### src/rtl/memory_game_ctrl_pkg.sv
// Shared definitions for the LED memory game sequencer:
// state codes, level one-hots, level length and LFSR constants.
package memory_game_ctrl_pkg;

    typedef enum logic [2:0] {
        S_IDLE  = 3'd0,
        S_GEN   = 3'd1,
        S_SHOW  = 3'd2,
        S_INPUT = 3'd3,
        S_PASS  = 3'd4,
        S_FAIL  = 3'd5,
        S_WIN   = 3'd6
    } state_t;

    localparam logic [2:0] LVL_8  = 3'b001;
    localparam logic [2:0] LVL_12 = 3'b010;
    localparam logic [2:0] LVL_16 = 3'b100;

    localparam logic [15:0] LFSR_TAPS    = 16'hB400;
    localparam logic [15:0] DEFAULT_SEED = 16'hACE1;

    function automatic logic [4:0] level_len(input logic [2:0] lvl);
        logic [4:0] len;
        case (lvl)
            LVL_12:  len = 5'd12;
            LVL_16:  len = 5'd16;
            default: len = 5'd8;
        endcase
        return len;
    endfunction

endpackage

### src/rtl/memory_game_ctrl_lfsr16.sv
// Free-running 16-bit Galois LFSR (x^16+x^14+x^13+x^11+1).
// A zero seed would lock up, so it is replaced by the default seed.
module game_lfsr16
    import memory_game_ctrl_pkg::*;
#(
    parameter logic [15:0] SEED = DEFAULT_SEED
) (
    input  logic        clk,
    input  logic        rst,
    output logic [15:0] lfsr
);

    localparam logic [15:0] INIT = (SEED == 16'h0) ? DEFAULT_SEED : SEED;

    always_ff @(posedge clk) begin
        if (rst) begin
            lfsr <= INIT;
        end else begin
            lfsr <= (lfsr >> 1) ^ (lfsr[0] ? LFSR_TAPS : 16'h0);
        end
    end

endmodule

### src/rtl/memory_game_ctrl.sv
// LED memory game sequencer: pattern generation, display handshake and press checking.
// Optional per-press input timeout is compiled in with INPUT_TIMEOUT_EN.
module memory_game_ctrl
    import memory_game_ctrl_pkg::*;
#(
    parameter logic [15:0] SEED           = DEFAULT_SEED,
    parameter int          TIMEOUT_CYCLES = 50000
) (
    input  logic        clk,
    input  logic        rst,
    input  logic        start,
    input  logic [7:0]  btn,
    input  logic        print_pattern_end,
    output logic        print_rst_n,
    output logic        print_en,
    output logic [2:0]  level,
    output logic [47:0] pattern_flat,
    output logic [2:0]  state,
    output logic [3:0]  progress,
    output logic        fail,
    output logic        win
);

    logic [15:0] lfsr;
    logic        unused_lfsr;

    game_lfsr16 #(.SEED(SEED)) u_lfsr (
        .clk  (clk),
        .rst  (rst),
        .lfsr (lfsr)
    );

    assign unused_lfsr = ^lfsr[15:3];

    state_t     st_q, st_n;
    logic [2:0] level_n;
    logic [3:0] prog_n;
    logic [3:0] gen_idx;
    logic [7:0] btn_s, btn_p, rise;
    logic       rise_one;
    logic [2:0] rise_idx;
    logic [2:0] want;

    assign state = st_q;

    always_comb begin
        rise     = btn_s & ~btn_p;
        rise_one = $onehot(rise);
        rise_idx = 3'd0;
        for (int k = 0; k < 8; k++) begin
            if (rise[k]) rise_idx = 3'(k);
        end
        want = pattern_flat[3*progress +: 3];
    end

`ifdef INPUT_TIMEOUT_EN
    logic [31:0] tcnt;
    logic        accept;

    assign accept = (st_q == S_INPUT) && rise_one && (rise_idx == want);

    always_ff @(posedge clk) begin
        if (rst) begin
            tcnt <= '0;
        end else if (st_q != S_INPUT || accept) begin
            tcnt <= '0;
        end else begin
            tcnt <= tcnt + 32'd1;
        end
    end
`endif

    always_comb begin
        st_n    = st_q;
        level_n = level;
        prog_n  = progress;
        case (st_q)
            S_IDLE: begin
                if (start) begin
                    st_n    = S_GEN;
                    level_n = LVL_8;
                    prog_n  = 4'd0;
                end
            end
            S_GEN: begin
                if (gen_idx == 4'd15) st_n = S_SHOW;
            end
            S_SHOW: begin
                if (print_pattern_end) begin
                    st_n   = S_INPUT;
                    prog_n = 4'd0;
                end
            end
            S_INPUT: begin
                // a press in the timeout cycle takes priority over the timeout
                if (rise != 8'd0) begin
                    if (rise_one && rise_idx == want) begin
                        prog_n = progress + 4'd1;
                        if ({1'b0, progress} + 5'd1 == level_len(level))
                            st_n = S_PASS;
                    end else begin
                        st_n = S_FAIL;
                    end
                end
`ifdef INPUT_TIMEOUT_EN
                else if (tcnt == 32'(TIMEOUT_CYCLES - 1)) begin
                    st_n = S_FAIL;
                end
`endif
            end
            S_PASS: begin
                if (level == LVL_16) begin
                    st_n = S_WIN;
                end else begin
                    st_n    = S_GEN;
                    level_n = level << 1;
                end
            end
            S_FAIL, S_WIN: begin
                if (start) begin
                    st_n    = S_GEN;
                    level_n = LVL_8;
                    prog_n  = 4'd0;
                end
            end
            default: st_n = S_IDLE;
        endcase
    end

    always_ff @(posedge clk) begin
        if (rst) begin
            st_q         <= S_IDLE;
            level        <= LVL_8;
            progress     <= 4'd0;
            gen_idx      <= 4'd0;
            pattern_flat <= '0;
            btn_s        <= 8'd0;
            btn_p        <= 8'd0;
            print_rst_n  <= 1'b0;
            print_en     <= 1'b0;
            fail         <= 1'b0;
            win          <= 1'b0;
        end else begin
            st_q        <= st_n;
            level       <= level_n;
            progress    <= prog_n;
            btn_s       <= btn;
            btn_p       <= btn_s;
            gen_idx     <= (st_q == S_GEN) ? gen_idx + 4'd1 : 4'd0;
            print_rst_n <= (st_n == S_SHOW);
            print_en    <= (st_n == S_SHOW);
            fail        <= (st_n == S_FAIL);
            win         <= (st_n == S_WIN);
            if (st_q == S_GEN) pattern_flat[3*gen_idx +: 3] <= lfsr[2:0];
        end
    end

endmodule

### config.mk
export PLATFORM = sky130hd
export DESIGN_NAME = memory_game_ctrl
export DESIGN_NICKNAME = d
export VERILOG_FILES = /design/src/rtl/memory_game_ctrl_pkg.sv /design/src/rtl/memory_game_ctrl_lfsr16.sv /design/src/rtl/memory_game_ctrl.sv
export SDC_FILE = /design/constraint.sdc
export NUM_CORES = 1
export LEC_CHECK = 0
export CORE_UTILIZATION = 54
export DETAILED_ROUTE_END_ITERATION = 6
export PLACE_DENSITY = 0.8
export SKIP_CTS_REPAIR_TIMING = 1
export SLEW_MARGIN = 15
export SYNTH_ARGS = -nofsm -noshare
export SYNTH_HDL_FRONTEND = slang
export SYNTH_SLANG_ARGS = --single-unit
### constraint.sdc
create_clock -name clk -period 4.6 [get_ports clk]
set_input_delay 0.69 -clock clk [delete_from_list [all_inputs] [get_ports clk]]
set_output_delay 0.69 -clock clk [all_outputs]
set_load 0.01 [all_outputs]
==> impl_metrics.tcl <==
set metrics [dict create \
    hold_start "u_lfsr.lfsr[7]" \
    syn_nets 518 \
    clk_latency_ps 370 \
    multi_input_area_um2 2500 \
    slew-limit-headroom_pct 29.7 \
    ys_top_cells_by_count "dfxtp_1 (97), nor2_1 (92), mux2i_1 (52), nor2b_1 (29), nand2_1 (24)" \
    hold_path.class "reg -> reg" \
    critPathKind "reg -> reg" \
    pwr-share-seq_pct 54.1 \
    dp_slack_ps 366 \
    max_cap_violations 0 \
    holdPathStages 1 \
    cp-start-kind "flip-flop" \
    reg2reg_to "fail" \
    seq_area_frac_synth_pct 42.0 \
    p_int_uw 1190 \
    rows 33 \
    worstPathRequired_ps 4890 \
    n_antenna_cell 0 \
    syn_to_final_growth_pct 20.9 \
    worstRegToRegCells 16 \
    crit_path_start "btn_p[1]" \
    grt_setup_unrepaired "no" \
    die_h_um 94.5 \
    cts_tree "yes" \
    hold_viol 0 \
    crit_cells 16 \
    critPathTopFamily "adder cells" \
    routed_wirelength_um 10800 \
    synth_top_cell_by_area "dfxtp_1" \
    synth-seq-cells 97 \
    hpwlAfterDp_um 7710 \
    synthTopCellsByArea "dfxtp_1 (42%), mux2i_1 (11%), nor2_1 (7.5%)" \
    cts_inserted_buffers 9 \
    max_freq_mhz 238 \
    core_area_um2 8260 \
    synth_async_sr_flop_share_pct 0 \
    clkTransAtPathRegs_ps 100 \
    p_switching_uw 428 \
    cts.path.max_buffers 2 \
    dieArea_um2 8930 \
    period_share_pct 91.4 \
    drt-pass1-iter-count 5 \
    fin_area_um2 5580 \
    netlist_area_um2 4620 \
    whs_endpoint "u_lfsr.lfsr[6]" \
    grt-ovfl-total 0 \
    setup.worst_path.end_class "flip-flop" \
    reg2reg_slack_ps 390 \
    die_w_um 94.5 \
    htreeDepth 3 \
    drive_gt1_share_pct 7.91 \
    drc 0 \
    setup_tns_ps 0 \
    synthCells 491 \
    vias_per_cell 5.58 \
    status "complete, no violations" \
    critPathArrivalTime_ps 4500 \
    synth_flop_cell "dfxtp_1" \
    grt_use_total_pct 25.5 \
    finalWeightedCongestion 0.853 \
    p_leak_uw 0.00211 \
    setup_viol 0 \
    pwr-share-comb_pct 10.2 \
    p_sw_share_pct 26.4 \
    antenna_left 0 \
    worstMarginPinSlew_ps 1050 \
    grt_pass1_wl_um 17500 \
    max-vdd-ir-drop_mv 0.192 \
    grt_pass1_vias 3569 \
    cts_root_buffer "clkbuf_8" \
    routed-via-count 3688 \
    synth_area_per_cell_um2 9.41 \
    cp_cell_sequence "nand2b_1, inv_1, fa_1, inv_1, fa_1, fa_1, inv_1, ha_1, inv_1, fa_1, mux2_2, and4_1, mux2i_1, nor3_1, a211o_1, a211oi_1" \
    grt_start_max_net_pins 55 \
    cts.sinks 97 \
    path_buf_inv 4 \
    clockPowerShare_pct 35.7 \
    n_fill_cell 674 \
    power_density_nw_per_um2 290 \
    ys_types 53 \
    pin_count 74 \
    routedWlPerCell_um 16.3 \
    regArea_um2 1940 \
    crit_slowest_cell "fa_1" \
    cp_slowest_stage_delay_ps 500 \
    timing.final.ws_setup_ps 394 \
    worst-path-max-fanout 3 \
    synth_top_area_share_pct 42.0 \
    synth-edff-count 0 \
    portBuffers 73 \
    placed_area_um2 5380 \
    drt_iter0_markers 212 \
    synth_most_common_cell "dfxtp_1" \
    skew_ps 14.3 \
    period_needed_ps 4210 \
    initial_core_util_pct 56.0 \
    ys_warn_count 0 \
    r2r-start "btn_p[1]" \
    fin_nets 578 \
    slew_viol_final 0 \
    antenna_found_initial 0 \
]
-- sequential cells by signal, summed over array words and instances, names as in the netlist, 3 cells and up --
name / cells
level: 3
u_lfsr.lfsr: 16
progress: 4
btn_s: 8
gen_idx: 4
pattern_flat: 48
btn_p: 8
state: 3
-- cell type report --
| cell class | count | share of cell area [%] |
|---|---|---|
| Multi-Input combinational cell | 351 | 44.7 |
| Sequential cell | 97 | 34.8 |
| Clock buffer | 9 | 2.22 |
| Inverter | 16 | 1.08 |
| Clock inverter | 7 | 1.48 |
| Timing Repair Buffer | 76 | 13.4 |
| Tap cell | 105 | 2.35 |
-- worst max-delay path by stage --
stage,to
6_report,fail
5_1_grt,fail
4_1_cts,fail
3_5_place_dp,fail
3_3_place_gp,fail
2_1_floorplan,fail
-- placed cells by master (no fill, tap or decap), types with 9 or more instances in the layout --
| master | count |
|---|---|
| dfxtp_1 | 97 |
| nor2_1 | 92 |
| clkdlybuf4s50_1 | 72 |
| mux2i_1 | 52 |
| nor2b_1 | 29 |
| nand2_1 | 24 |
| a21oi_1 | 16 |
| inv_1 | 15 |
| nor3_1 | 13 |
| nand3_1 | 10 |
| ha_1 | 10 |
| nand2b_1 | 9 |
| mux4_2 | 9 |
| clkbuf_8 | 9 |
-- metal layers --
layer / up-vias / track usage, % / part of all wire, %
met5: - / 0 / 0
met3: 16 / 5.80 / 5.8
li1: 1796 / - / -
met2: 102 / 40.7 / 47
met1: 1774 / 34.6 / 45
met4: 0 / 7.32 / 1.8
-- metrics by stage --
| step | power [µW] | hold slack (ps) | cells | utilization (%) |
|---|---|---|---|---|
| after global routing | 1680 | 433 | 661 | 67.6 |
| final | 1620 | 420 | 661 | 67.6 |
| after CTS | 1630 | 424 | 661 | 67.6 |
| after detailed placement | 1060 | 399 | 645 | 65.1 |
| after floorplan | 1010 | 389 | 491 | - |
| after global placement | 1050 | 395 | 645 | 65.1 |
-- cell families after synthesis --
| family | Yosys count | synth area share, % |
|---|---|---|
| AND/OR/NAND/NOR | 207 | 21.7 |
| buffers and inverters | 43 | 3.95 |
| multiplexers | 68 | 18.3 |
| XOR/XNOR | 8 | 1.52 |
| flip-flops | 97 | 42.0 |
| AO/OA/AOI/OAI | 53 | 7.55 |
| adder cells (fa/ha/maj) | 15 | 4.87 |
-- worst register-to-register path: stages, from the launching register on --
cell and delay [ps]:
dfxtp_1 310, nand2b_1 140, inv_1 70, fa_1 500
inv_1 50, fa_1 490, fa_1 420, inv_1 70
ha_1 150, inv_1 50, fa_1 380, mux2_2 290
and4_1 200, mux2i_1 340, nor3_1 130, a211o_1 340
a211oi_1 220
-- power by group through the flow --
stage	registers [µW]	logic [µW]	clock network, µW
6_report	875	165	579
5_1_grt	879	186	616
4_1_cts	875	165	588
3_5_place_dp	895	164	0
3_3_place_gp	894	156	0
2_1_floorplan	888	125	0
Power figures use the tool's default switching activity.
